$ cat config.mk
export PLATFORM = sky130hd
export DESIGN_NAME = dlatch_driver
export DESIGN_NICKNAME = d
export VERILOG_FILES = /design/src/rtl/dlatch_driver.sv
export SDC_FILE = /design/constraint.sdc
export NUM_CORES = 1
export LEC_CHECK = 0
export ABC_CLOCK_PERIOD_IN_PS = 2400
export BUFFER_PORTS_ARGS = -buffer_cell sky130_fd_sc_hd__clkbuf_2
export CAP_MARGIN = 20
export CORE_UTILIZATION = 54
export DETAILED_ROUTE_END_ITERATION = 8
export GPL_ROUTABILITY_DRIVEN = 1
export GPL_TIMING_DRIVEN = 0
export MAX_ROUTING_LAYER = met4
export PLACE_DENSITY_LB_ADDON = 0.08
export REMOVE_ABC_BUFFERS = 1
export SKIP_LAST_GASP = 1
export SLEW_MARGIN = 10
export SYNTH_ARGS = -nofsm -noshare
export SYNTH_HDL_FRONTEND = slang
export SYNTH_SLANG_ARGS = --single-unit
$ cat constraint.sdc
create_clock -name clk -period 2.4 [get_ports clk]
set_input_delay 0.36 -clock clk [delete_from_list [all_inputs] [get_ports clk]]
set_output_delay 0.36 -clock clk [all_outputs]
set_load 0.05 [all_outputs]
$ cat src/rtl/dlatch_driver.sv
// dlatch_driver: LFSR-scheduled stimulus generator and self-checker for a
// level-sensitive dlatch2 cell. Drives d/en/rstn, compares q every cycle.
module dlatch_driver #(
  parameter int          NUM_ITER = 5,
  parameter logic [15:0] SEED     = 16'hACE1,
  parameter int          RST_CYC  = 10
) (
  input  logic       clk,
  input  logic       rstn,
  input  logic       start,
  input  logic       q_in,
  output logic       d_out,
  output logic       en_out,
  output logic       rstn_out,
  output logic       busy,
  output logic       done,
  output logic       mismatch,
  output logic [7:0] err_count
);

  // An all-zero seed would lock the LFSR, so it is replaced by 1.
  localparam logic [15:0] SEED_EFF = (SEED == 16'h0000) ? 16'h0001 : SEED;
  // Counter must hold both RST_CYC-1 and the 3-bit random delays.
  localparam int CNT_W = $clog2(RST_CYC + 8);
  localparam logic [CNT_W-1:0] HOLD_LOAD = CNT_W'(RST_CYC - 1);
  localparam logic [7:0] ITER_LAST = 8'(NUM_ITER);

  typedef enum logic [2:0] {
    IDLE,
    RST_HOLD,
    REL_WAIT,
    DRAW,
    WAIT_EN,
    WAIT_D,
    DONE
  } state_t;

  state_t           state_reg, state_next;
  logic [CNT_W-1:0] cnt_reg, cnt_next;
  logic [7:0]       iter_reg, iter_next;
  logic [15:0]      lfsr_reg, lfsr_next;
  logic [2:0]       dly_reg, dly_next;
  logic             d_reg, d_next;
  logic             en_reg, en_next;
  logic             rstn_reg, rstn_next;
  logic             busy_reg, busy_next;
  logic             done_reg, done_next;
  logic             mism_reg, mism_next;
  logic [7:0]       err_reg, err_next;
  logic             expq_reg, expq_next;

  logic             exp_now;
  logic             miscmp;
  logic [7:0]       iter_inc;
  logic [15:0]      lfsr_adv;

  assign d_out     = d_reg;
  assign en_out    = en_reg;
  assign rstn_out  = rstn_reg;
  assign busy      = busy_reg;
  assign done      = done_reg;
  assign mismatch  = mism_reg;
  assign err_count = err_reg;

  // State register; reset returns everything, including the LFSR, to power-up values.
  always_ff @(posedge clk or negedge rstn) begin
    if (!rstn) begin
      state_reg <= IDLE;
      cnt_reg   <= '0;
      iter_reg  <= 8'd0;
      lfsr_reg  <= SEED_EFF;
      dly_reg   <= 3'd0;
      d_reg     <= 1'b0;
      en_reg    <= 1'b0;
      rstn_reg  <= 1'b0;
      busy_reg  <= 1'b0;
      done_reg  <= 1'b0;
      mism_reg  <= 1'b0;
      err_reg   <= 8'd0;
      expq_reg  <= 1'b0;
    end else begin
      state_reg <= state_next;
      cnt_reg   <= cnt_next;
      iter_reg  <= iter_next;
      lfsr_reg  <= lfsr_next;
      dly_reg   <= dly_next;
      d_reg     <= d_next;
      en_reg    <= en_next;
      rstn_reg  <= rstn_next;
      busy_reg  <= busy_next;
      done_reg  <= done_next;
      mism_reg  <= mism_next;
      err_reg   <= err_next;
      expq_reg  <= expq_next;
    end
  end

  // Next-state, stimulus schedule, reference latch model and checker.
  always_comb begin
    state_next = state_reg;
    cnt_next   = cnt_reg;
    iter_next  = iter_reg;
    lfsr_next  = lfsr_reg;
    dly_next   = dly_reg;
    d_next     = d_reg;
    en_next    = en_reg;
    rstn_next  = rstn_reg;
    busy_next  = busy_reg;
    done_next  = done_reg;
    mism_next  = mism_reg;
    err_next   = err_reg;

    // The latch under test is transparent, so its q this cycle follows the
    // outputs presented this cycle; compare against the model's new value.
    exp_now   = !rstn_reg ? 1'b0 : (en_reg ? d_reg : expq_reg);
    expq_next = exp_now;
    miscmp    = (state_reg != IDLE) && (q_in != exp_now);
    iter_inc  = iter_reg + 8'd1;
    lfsr_adv  = {1'b0, lfsr_reg[15:1]} ^ (lfsr_reg[0] ? 16'hB400 : 16'h0000);

    if (miscmp) begin
      mism_next = 1'b1;
      if (err_reg != 8'hFF) begin
        err_next = err_reg + 8'd1;
      end
    end

    case (state_reg)
      IDLE, DONE: begin
        if (state_reg == IDLE) begin
          rstn_next = 1'b0;
          d_next    = 1'b0;
          en_next   = 1'b0;
        end
        // Starting a run clears the result flags; this wins over a
        // miscompare detected in the same cycle.
        if (start) begin
          state_next = RST_HOLD;
          cnt_next   = HOLD_LOAD;
          iter_next  = 8'd0;
          rstn_next  = 1'b0;
          d_next     = 1'b0;
          en_next    = 1'b0;
          busy_next  = 1'b1;
          done_next  = 1'b0;
          mism_next  = 1'b0;
          err_next   = 8'd0;
        end
      end
      RST_HOLD: begin
        if (cnt_reg == '0) begin
          state_next = REL_WAIT;
          cnt_next   = HOLD_LOAD;
          rstn_next  = 1'b1;
        end else begin
          cnt_next = cnt_reg - 1'b1;
        end
      end
      REL_WAIT: begin
        if (cnt_reg == '0) begin
          state_next = DRAW;
        end else begin
          cnt_next = cnt_reg - 1'b1;
        end
      end
      DRAW: begin
        dly_next   = lfsr_reg[2:0];
        cnt_next   = CNT_W'(lfsr_reg[4:3]);
        lfsr_next  = lfsr_adv;
        state_next = WAIT_EN;
      end
      WAIT_EN: begin
        if (cnt_reg == '0) begin
          en_next    = ~en_reg;
          cnt_next   = CNT_W'(dly_reg);
          state_next = WAIT_D;
        end else begin
          cnt_next = cnt_reg - 1'b1;
        end
      end
      WAIT_D: begin
        if (cnt_reg == '0) begin
          d_next    = iter_reg[0];
          iter_next = iter_inc;
          if (iter_inc == ITER_LAST) begin
            state_next = DONE;
            busy_next  = 1'b0;
            done_next  = 1'b1;
          end else begin
            state_next = DRAW;
          end
        end else begin
          cnt_next = cnt_reg - 1'b1;
        end
      end
      default: begin
        state_next = IDLE;
      end
    endcase
  end

endmodule
## Yosys cells after proc, flatten, opt, wreduce, memory -nomap -nowiden

Index checks and enable logic that the tools add are counted.
W data, S select, Z words.

| cells by class | value |
|---|---|
| add/subtract/negate cells | 3 |
| eq/ne operators | 17 |
| muxes and demuxes | 41 |
| bitwise gates (word level) | 2 |
| reductions and logical operators | 17 |

Operators with widths:

| operator | count |
|---|---|
| $mux W8 | 6 |
| $pmux W5 S5 | 1 |
| $mux W5 | 4 |
| $mux W3 | 6 |
| $pmux W3 S6 | 1 |
| $add A8 B1 Y8 const B | 2 |
| $mux W1 | 16 |
| $mux W16 | 1 |
| $pmux W8 S2 | 1 |
| $xor A15 B16 Y16 | 1 |
| $reduce_and A3 Y1 | 5 |
| $ne A2 B2 Y1 const B | 7 |
| $pmux W1 S2 | 5 |
| $eq A3 B3 Y1 const B | 3 |
| $eq A8 B3 Y1 const B | 1 |
| $ne A8 B8 Y1 const B | 1 |
| $eq A3 B2 Y1 const B | 2 |
| $reduce_bool A2 Y1 | 3 |
| $logic_not A5 Y1 | 1 |
| $reduce_and A5 Y1 | 1 |
| $reduce_bool A5 Y1 | 1 |
| $sub A5 B1 Y5 const B | 1 |
| $reduce_and A4 Y1 | 1 |
| $reduce_or A2 Y1 | 2 |
| 7 further kinds | 7 |

| storage, ports and cells | value |
|---|---|
| flip-flop bits (word level) | 50 |
| input port bits | 4 |
| output and inout port bits | 14 |
| word-level logic and storage cells | 93 |

## Logic depth before layout (Yosys ltp)

| depth | value |
|---|---|
| depth in word-level cells | 7 |
| gate-level depth with buffers | 8 |
| gate-level depth less buffers | 7 |

## Worst setup path after synthesis

Ideal clock, no wire load.

| timing path | value |
|---|---|
| path type | register to register |
| start point | register en_reg (netlist: en_out) |
| end point | register err_reg[4] (netlist: err_count[4]) |
| setup time | 0.125 ns |
| data arrival time | 1.809 ns |
| path slack | 0.467 ns |
| stages on the path, launching flop included | 6 |
| path buffers | 0 |
| period minus slack after synthesis | 1.933 ns |
| cells stage by stage | dfrtp_1 -> mux2_2 -> o211ai_1 -> nor2_4 -> nand4_1 -> mux2_2 |

| on the way | value |
|---|---|
| word-level cells in the longest chain between the ends | 7 |

RTL lines:

| what | line | RTL |
|---|---|---|
| start: declaration | 44 | `logic en_reg, en_next;` |
| start signal: assignment | 88 | `en_reg <= en_next;` |
| $mux W1 * (2 in a row) | 115 | `exp_now = !rstn_reg ? 1'b0 : (en_reg ? d_reg : expq_reg);` |
| $ne A1 B1 Y1 * | 117 | `miscmp = (state_reg != IDLE) && (q_in != exp_now);` |
| $logic_and A1 B1 Y1 * | 117 |  |
| $mux W8 * | 121 | `if (miscmp) begin` |
| $mux W8 | 137 | `if (start) begin` |
| $mux W8 * | 128 | `case (state_reg)` |
| via err_next[4] | 49 | `logic [7:0] err_reg, err_next;` |
| end signal: assignment | 93 | `err_reg <= err_next;` |
| end: declaration | 49 |  |

Mark *: on every way through the listed nets, which the timed path passes. The rest lies on a longest branch.
A chain may end at the register's enable or synchronous reset.

## Worst setup path in the final report

| timing path | value |
|---|---|
| start point | register cnt_reg[0] |
| end point | register iter_reg[5] |

| on the way | value |
|---|---|
| word-level cells in the longest chain between the ends | 3 |

RTL lines:

| what | line | RTL |
|---|---|---|
| start: declaration | 39 | `logic [CNT_W-1:0] cnt_reg, cnt_next;` |
| start signal: assignment | 83 | `cnt_reg <= cnt_next;` |
| $logic_not A5 Y1 | 182 | `if (cnt_reg == '0) begin` |
| $ne A2 B2 Y1 (no source line) | -- |  |
| $reduce_and A3 Y1 (no source line) | -- |  |
| end signal: assignment | 84 | `iter_reg <= iter_next;` |
| end: declaration | 40 | `logic [7:0] iter_reg, iter_next;` |

No other way between the ends.

==> metrics <==
max-cap violation count 0; share of layout cells above drive strength 1 22.1%; fmax 454 MHz; antenna-violating nets left 0; worst min path class in2async; cell chain of the critical path inv_1, ha_1, or4b_1, nor2_4, nor2_2, o21ai_0, o31ai_1; post-route design area 0.00301 mm²; Core Region 0.00479 mm²; remaining routing DRC violations 0; via count 2077; kind of cell adding the most delay to the critical path simple AND/OR/NAND/NOR gates; WP data required 2.58 ns; clk_skew 0.00786 ns; DR vias/cell 5.54; CP arrival 2.38 ns; net switching fraction of the power 45.2%; # diodes 0; vias in the first global route 1833; num rows 25; DR iter-0 viols 166; Starting Density 56.7%; largest net degree at the start of global routing 29; Crit-path slowest cell or4b_1; asr flop ratio synth 100%; antenna violations before repair 0; outcome completed; Clock Pin Slew Worst Setup and Hold Paths 0.09 ns; Nets 315; # H-tree levels 2; Multi-input gate area 0.00138 mm²; CP Capture Type register; CTS buffer count 5; combinational share of power 45.3%; pwr dens 1150 mW/mm²; max FFs per register 16; Final Non-Filler Cells 375; Tmin final 2.20 ns; Syn Inst Count 288; crit path max fanout 10; filler cell count in the final layout 427; DRT Pass-1 Iters 4; worst skew pair latency 0.30 ns; RSZ-0062 raised after global routing no; worst-case clock buffer depth 2; Synth Cell Area 0.00271 mm²; unique cell type count in the Yosys netlist 61; post-synthesis register bit count 49; net switching power 1.57 mW; full die area 0.00531 mm²; Int Power 1.91 mW; Setup TNS 0 ns; Post-Route WL 5110 µm; Die Y 72.9 µm; Reg power frac 37.7%; Largest stage delay, worst path 0.69 ns; gp weighted congestion 0.827; dominant synthesized flop cell dfrtp_1; Post-DP Area 0.00284 mm²; ratio of final minimum period to clock period 91.7%; EDFF count, synth 0; Worst-Margin Slew 0.743 ns; Mean Syn Cell Area 9.42 µm²; synth-to-layout area growth 11.1%; CTS sink count 49; PortBufs 17; clock power share 17.0%; I/O pin count 18; DP HPWL 3570 µm; global-route wire length before repair 8760 µm; Hold Fails Final Rpt 0; Die Wd 72.9 µm; WP depth 7; worst reg-to-reg path cell count 7; Ys Warns 0; CTS tree built; Peak VDD IR 454 µV; DR WL/cell 13.6 µm; register area share after synthesis 45.6%; Inst Count DP 360; Crit path buffers/inverters 1; CP startpoint kind register; Root Driver clkbuf_8; Final Max Slew Viols 0; setup violators final 0; global route overflow 0; Crit Path Category reg2reg; static leakage power 1.33 nW; hold-fix buffers at CTS 0; Seq. cell area 0.00124 mm²; Overall Global Routing Usage 22.1%; Relative slew margins 50.5%
## what timing repair did
action / in CTS / in global routing
pin swaps: 1 / 0
setup endpoints to repair: 22 / 13
gates cloned: 0 / 0
gates resized for setup: 2 / 1
buffers inserted: 3 / 4
## cell families after synthesis
kind of cell / after synthesis / share of synthesized area, %
AOI/OAI and AO/OA: 70 / 17.7
xor gates and xnor gates: 8 / 2.58
adders and majority gates: 4 / 1.85
buffers and inverters: 26 / 4.20
DFF: 49 / 45.6
muxes: 14 / 5.77
and+or+nand+nor: 117 / 22.4
## routing by layer
metal / track usage [%] / part of all wire [%] / vias up
met5: - / 0 / -
li1: - / - / 1061
met3: 5.11 / 3.2 / 5
met4: 4.58 / 0.80 / 0
met2: 32.5 / 45 / 34
met1: 31.3 / 51 / 977
## path summary, 6_finish.rpt
path                                     startpoint                       end  slack (ns)
max reg2reg                  cnt_reg[0]$_DFFE_PN0P_   iter_reg[5]$_DFFE_PN0P_        0.20
min                                            rstn    cnt_reg[3]$_DFFE_PN0P_        0.04
max in group asynchronous                      rstn   lfsr_reg[7]$_DFFE_PN1N_        1.74
min reg2reg                lfsr_reg[15]$_DFFE_PN1N_  lfsr_reg[15]$_DFFE_PN1N_        0.47
min in group clk           lfsr_reg[15]$_DFFE_PN1N_  lfsr_reg[15]$_DFFE_PN1N_        0.47
max                          cnt_reg[0]$_DFFE_PN0P_   iter_reg[5]$_DFFE_PN0P_        0.20
## cells in the final DEF, fill, tap and decap left out, types with 4 or more instances in the layout
| cell type | n |
|---|---|
| xnor2_1 | 6 |
| clkbuf_8 | 5 |
| and2_1 | 4 |
| a21oi_1 | 13 |
| nand3_1 | 17 |
| nand2_1 | 39 |
| inv_1 | 13 |
| o21ai_0 | 20 |
| nor2_1 | 22 |
| o211ai_1 | 4 |
| nor3_1 | 8 |
| dfstp_2 | 8 |
| ha_1 | 4 |
| buf_4 | 7 |
| dfrtp_1 | 41 |
| clkbuf_2 | 17 |
| mux2_2 | 13 |
| nand4_1 | 4 |
## power by group through the flow
stage / combinational, mW / clock, mW / sequential (mW)
floorplan: 0.949 / 0 / 1.50
global placement: 1.48 / 0 / 1.31
detailed placement: 1.50 / 0 / 1.32
CTS: 1.54 / 0.612 / 1.30
global route: 1.75 / 0.648 / 1.35
finish: 1.58 / 0.592 / 1.31
## layout make-up
type	count	area share (%)
Timing Repair Buffer	25	5.23
Multi-Input combinational cell	213	45.7
Inverter	13	1.62
Clock inverter	2	1.29
Tap cell	67	2.78
Clock buffer	6	2.41
Sequential cell	49	41.0
## cells in the mapped netlist, types with 2 or more instances
library cell	instances	share of area, %
nor3_1	8	1.5
xor2_1	2	0.65
o21a_1	3	0.83
dfrtp_1	41	38
clkbuf_1	4	0.55
and2_1	4	0.92
o21bai_1	2	0.55
nand3_1	17	3.1
inv_1	13	1.8
a21oi_1	13	2.4
nand2b_1	2	0.46
o211ai_1	4	1.1
a211oi_1	2	0.55
o21ai_2	3	0.97
nor2_4	2	0.83
nor2_1	22	3.0
buf_2	7	1.3
nand2_1	40	5.5
mux2_2	13	5.4
a211o_1	2	0.65
a22o_1	2	0.65
o21ai_0	20	3.7
dfstp_2	8	7.7
ha_1	4	1.8
xnor2_1	6	1.9
o22ai_1	2	0.46
o21ai_1	2	0.37
nor2b_1	4	0.92
nand4_1	4	0.92
## metrics by stage
step	hold slack [ns]	total power, mW	util [%]	setup WS [ns]
2_1_floorplan	0.0644	2.44	-	0.234
3_3_place_gp	0.449	2.79	58.8	-0.186
3_5_place_dp	0.387	2.82	59.3	-0.213
4_1_cts	0.0479	3.46	62.3	0.0659
5_1_grt	0.0767	3.75	63.0	0.0114
6_report	0.0387	3.48	63.0	0.198
(Power assumes the default switching activity.)
